--- config.mk ---
export PLATFORM = sky130hd
export DESIGN_NAME = maverickone_issue_window
export DESIGN_NICKNAME = d
export VERILOG_FILES = /design/src/rtl/maverickone_issue_window.sv
export SDC_FILE = /design/constraint.sdc
export NUM_CORES = 1
export LEC_CHECK = 0
export CAP_MARGIN = 25
export CORE_AREA = 2 2 209 293
export DETAILED_ROUTE_END_ITERATION = 7
export DIE_AREA = 0 0 211 295
export PLACE_DENSITY_LB_ADDON = 0.08
export SYNTH_ARGS = -nofsm -noshare
export SYNTH_HDL_FRONTEND = slang
export SYNTH_SLANG_ARGS = --single-unit
--- constraint.sdc ---
create_clock -name clk_i -period 19.48 [get_ports clk_i]
set_input_delay 5.844 -clock clk_i [delete_from_list [all_inputs] [get_ports clk_i]]
set_output_delay 5.844 -clock clk_i [all_outputs]
set_load 0.1 [all_outputs]
--- src/rtl/maverickone_issue_window.sv ---
// maverickOne issue window: compacting age-ordered queue between decode and
// execute. Each cycle it offers the oldest entry that is free of register
// locks, of footprint overlap with older waiting entries, and of blocking
// barriers. Slot 0 always holds the oldest instruction.
module maverickone_issue_window #(
   parameter int DEPTH = 4,
   parameter int NR    = 32,
   parameter int RW    = 5,
   parameter int PW    = 64
) (
   input  logic                         clk_i,
   input  logic                         arst_i,
   input  logic                         clear_i,
   input  logic [PW-1:0]                in_payload_i,
   input  logic [RW-1:0]                in_rd_i,
   input  logic [NR-1:0]                in_reg_req_i,
   input  logic                         in_blocking_i,
   input  logic                         in_valid_i,
   output logic                         in_ready_o,
   input  logic [NR-1:0]                locks_i,
   output logic [PW-1:0]                out_payload_o,
   output logic [RW-1:0]                out_rd_o,
   output logic [NR-1:0]                out_reg_req_o,
   output logic                         out_blocking_o,
   output logic                         out_valid_o,
   input  logic                         out_ready_i,
   output logic [$clog2(DEPTH+1)-1:0]   occupancy_o
);

   localparam int OW = $clog2(DEPTH+1);
   localparam int IW = $clog2(DEPTH);

   // entry storage; contents beyond occupancy are don't-care
   logic [PW-1:0] payload_q [DEPTH];
   logic [RW-1:0] rd_q      [DEPTH];
   logic [NR-1:0] req_q     [DEPTH];
   logic          blk_q     [DEPTH];
   logic [OW-1:0] occ_q;

   logic [DEPTH-1:0] slot_vld;
   logic [DEPTH-1:0] elig;
   logic [NR-1:0]    foot [DEPTH];
   logic [NR-1:0]    older_foot;
   logic             older_blk;
   logic [IW-1:0]    sel;
   logic             any_elig;
   logic             issue;
   logic             accept;
   logic [IW-1:0]    wr_idx;

   // valid slots form a contiguous prefix of the queue
   always_comb begin
      for (int k = 0; k < DEPTH; k++) begin
         slot_vld[k] = (OW'(k) < occ_q);
      end
   end

   // eligibility: walk from oldest to youngest, accumulating the footprint
   // and barrier status of everything older that is still waiting
   always_comb begin
      older_foot = '0;
      older_blk  = 1'b0;
      for (int k = 0; k < DEPTH; k++) begin
         foot[k] = req_q[k] | ((rd_q[k] != '0) ? (NR'(1) << rd_q[k]) : '0);
         elig[k] = slot_vld[k]
                 && ((foot[k] & locks_i) == '0)
                 && ((foot[k] & older_foot) == '0)
                 && (!blk_q[k] || (k == 0))
                 && !older_blk;
         if (slot_vld[k]) begin
            older_foot = older_foot | foot[k];
            older_blk  = older_blk | blk_q[k];
         end
      end
   end

   // pick the lowest-index eligible slot
   always_comb begin
      sel      = '0;
      any_elig = 1'b0;
      for (int k = DEPTH-1; k >= 0; k--) begin
         if (elig[k]) begin
            sel      = IW'(k);
            any_elig = 1'b1;
         end
      end
   end

   // handshakes and outputs; fields are zeroed whenever nothing is offered
   always_comb begin
      out_valid_o    = any_elig && !clear_i;
      in_ready_o     = (occ_q != OW'(DEPTH)) && !clear_i;
      issue          = out_valid_o && out_ready_i;
      accept         = in_valid_i && in_ready_o;
      wr_idx         = IW'(occ_q - OW'(issue));
      occupancy_o    = occ_q;
      out_payload_o  = out_valid_o ? payload_q[sel] : '0;
      out_rd_o       = out_valid_o ? rd_q[sel]      : '0;
      out_reg_req_o  = out_valid_o ? req_q[sel]     : '0;
      out_blocking_o = out_valid_o ? blk_q[sel]     : 1'b0;
   end

   // data path: compact above the issued slot, then append the new entry
   always_ff @(posedge clk_i) begin
      if (issue) begin
         for (int i = 0; i < DEPTH-1; i++) begin
            if (IW'(i) >= sel) begin
               payload_q[i] <= payload_q[i+1];
               rd_q[i]      <= rd_q[i+1];
               req_q[i]     <= req_q[i+1];
               blk_q[i]     <= blk_q[i+1];
            end
         end
      end
      if (accept) begin
         payload_q[wr_idx] <= in_payload_i;
         rd_q[wr_idx]      <= in_rd_i;
         req_q[wr_idx]     <= in_reg_req_i;
         blk_q[wr_idx]     <= in_blocking_i;
      end
   end

   // occupancy: the only control state; flush wins over accept and issue
   always_ff @(posedge clk_i or posedge arst_i) begin
      if (arst_i) begin
         occ_q <= '0;
      end else if (clear_i) begin
         occ_q <= '0;
      end else if (accept && !issue) begin
         occ_q <= occ_q + OW'(1);
      end else if (issue && !accept) begin
         occ_q <= occ_q - OW'(1);
      end
   end

endmodule

==> impl_metrics.ini <==
[drt]
drt_iter0_drc = 2494
route.vias.total = 21000
ant_nets = 0
drt_wl_total_mm = 119
dr.pass1.iters = 6
drc = 0
vias_per_cell = 6.99
wire_per_inst_um = 39.4

[synth]
synth_ff_type = edfxtp_1
synth_edf_count = 408
synth_cells = 2028
yosysTopAreaCellShare_pct = 51.9
synthArstFlopShare_pct = 0.730
syn_nets = 2171
synth.most_common_cell = edfxtp_1
syn_area_um2 = 23600
synthTopCellsByArea = edfxtp_1, mux2_2, a21oi_1
yosysTopAreaCell = edfxtp_1
syn_avg_cell_area_um2 = 11.6
ys_seq_area_share_pct = 52.2
synth-seq-cells = 411
synth_cell_type_count = 68
ys_warn_count = 0
yosys-top-cells-count = edfxtp_1, mux2_2, a21oi_1, clkbuf_1, o21ai_0

[setup_path]
r2r_slack_ns = 9.83
r2r-start = rd_q[0][3]
worstPathRequired_ns = 13.64
end_kind = primary output
reg2reg_to = req_q[1][30]
arrival_ns = 12.98
start_kind = input pin
r2r_cells = 15
path_class = in2out
crit_start = locks_i[8]
critPathMaxFanout = 42

[global_routing]
track_usage_pct = 37.4
grt-ovfl-total = 0
grt_pass1_vias = 20600
grt_max_degree = 105
grt_antenna_before_repair = 10
grt_first_pass_wirelength_mm = 164

[sta]
fin_crit_sh_pct = 96.6
tns_ns = 0
slew_violations = 0
hold_violations = 0
tightest_slew_ns = 1.14
max_freq_ghz = 0.0531
setup_violations = 0
rsz0062_at_grt = no
slew_headroom_pct = 24.2
clock_skew_ns = 0.0355
fin_crit_ns = 18.83

[pwr]
vdd_drop_max_mv = 0.0722
pwr-share-seq_pct = 49.9
clock_power_share_pct = 38.5
switching_power_mw = 0.530
p_comb_share_pct = 11.7
p_sw_share_pct = 25.9
internal_power_mw = 1.51
power.total_mw = 2.04
leakage_nw = 9.08
power_density_nw_per_um2 = 72.0

[cts]
clkTransAtPathRegs_ns = 0.06
hold_buffers = 0
tritoncts_num_sinks = 411
h-tree-depth = 2
clock_path_buffers = 3
cts_tree = built
root_buffer = clkbuf_16
ctsResizeCount = 0
cts_setup_buffers = 0
cts_made_buffers = 42
clk_latency_ns = 0.60

[finish]
n_fill_cell = 5370
drive_above_1_share_pct = 21.9
syn_to_final_growth_pct = 20.4
layout.nets = 2360

[floorplanning]
core_area_um2 = 59500
initial_core_util_pct = 39.6
pin_count = 246
die_h_um = 295
die-area_um2 = 62200
fp.dieW_um = 211
rows = 106

[placed_design]
io_buffers = 245
globalplace.congestion = 1.11
dp_hpwl_mm = 81.2

[hold_path]
worstHoldPathType = reg2reg
min_to = payload_q[0][5]
holdPathStages = 1
hold_start = payload_q[1][5]

[job]
drv_cap = 0

[outcome]
status = finished, final reports clean
[per-layer routing]
metal | share of wire, % | vias up | track usage, %
met5 | 0.067 | - | 0
met3 | 9.0 | 395 | 8.88
met4 | 7.2 | 12 | 22.9
met2 | 47 | 1353 | 59.7
li1 | - | 8573 | -
met1 | 37 | 10700 | 46.0
[cells in the final DEF (no fill, tap or decap), types with 16 or more instances in the layout]
cell and n:
inv_1 21, a21oi_1 260, mux2_2 316, o221ai_1 104, nor3_1 17, edfxtp_1 408
o21ai_0 129, nor2b_1 16, nand4_1 20, a22oi_1 41, or3_1 101, a211oi_1 16
clkbuf_16 42, buf_4 87, nand3_1 37, nor2_1 42, clkdlybuf4s50_1 231, o22ai_1 32
nand2_1 36
[state kept, by name (all words and copies together) (netlist names)]
register	cells
req_q	128
payload_q	256
occupancy_o	3
blk_q	4
rd_q	20
[how the worst max path moves through the flow]
stage,cells past startpoint,to
floorplan,13,out_reg_req_o[25]
CTS,13,out_reg_req_o[5]
global route,13,out_reg_req_o[5]
global placement,13,out_reg_req_o[5]
finish,13,out_reg_req_o[5]
detailed placement,13,out_reg_req_o[5]
[cell families (layout without fill, tap and decap cells)]
kind of cell / Yosys count / after routing / share of synthesized area [%]
other: 0 / 3 / 0
buffers and inverters: 205 / 425 / 3.49
DFF: 411 / 411 / 52.2
muxes: 326 / 326 / 15.5
and+or+nand+nor: 371 / 371 / 9.23
AOI/OAI and AO/OA: 707 / 707 / 19.1
adders and majority gates: 4 / 4 / 0.212
xor gates and xnor gates: 4 / 4 / 0.149
[power by group through the flow]
stage / logic [mW] / clock network (mW) / registers (mW)
floorplan: 0.111 / 0 / 1.03
global placement: 0.229 / 0 / 1.04
detailed placement: 0.229 / 0 / 1.04
CTS: 0.230 / 0.801 / 1.02
global route: 0.244 / 0.831 / 1.02
finish: 0.238 / 0.786 / 1.02
[worst max-delay path: stages]
cell and delay (ns):
clkdlybuf4s50_1 0.76, a22o_1 0.37, a221oi_1 0.83, nand4_1 0.30, or4_1 0.61, nor4_1 0.31
nand3_1 0.16, or4b_4 0.86, a31oi_4 0.89, buf_4 0.38, o221ai_1 0.14, a21oi_1 0.25
clkdlybuf4s50_1 1.19
[cell type report]
cell class / instances / area (um^2) / area share, %
multi-input combinational: 1412 / 10600 / 37.3
clock inverter: 24 / 216 / 0.762
inverter: 22 / 82.6 / 0.291
antenna: 3 / 7.51 / 0.0264
timing repair buffer: 328 / 3140 / 11.1
clock buffer: 51 / 1080 / 3.82
tap: 756 / 946 / 3.33
sequential: 411 / 12300 / 43.4
[stage by stage]
stage,hold slack (ns),std cells,instance area [um^2],setup slack [ns],utilization [%]
3_3_place_gp,0.547,2924,27000,1.11,45.4
2_1_floorplan,0.540,2028,23600,3.08,-
5_1_grt,0.580,3005,28400,0.695,47.7
4_1_cts,0.569,3001,28400,1.17,47.6
3_5_place_dp,0.559,2926,27100,1.20,45.5
6_report,0.564,3007,28400,0.653,47.7
(Power assumes the default switching activity.)
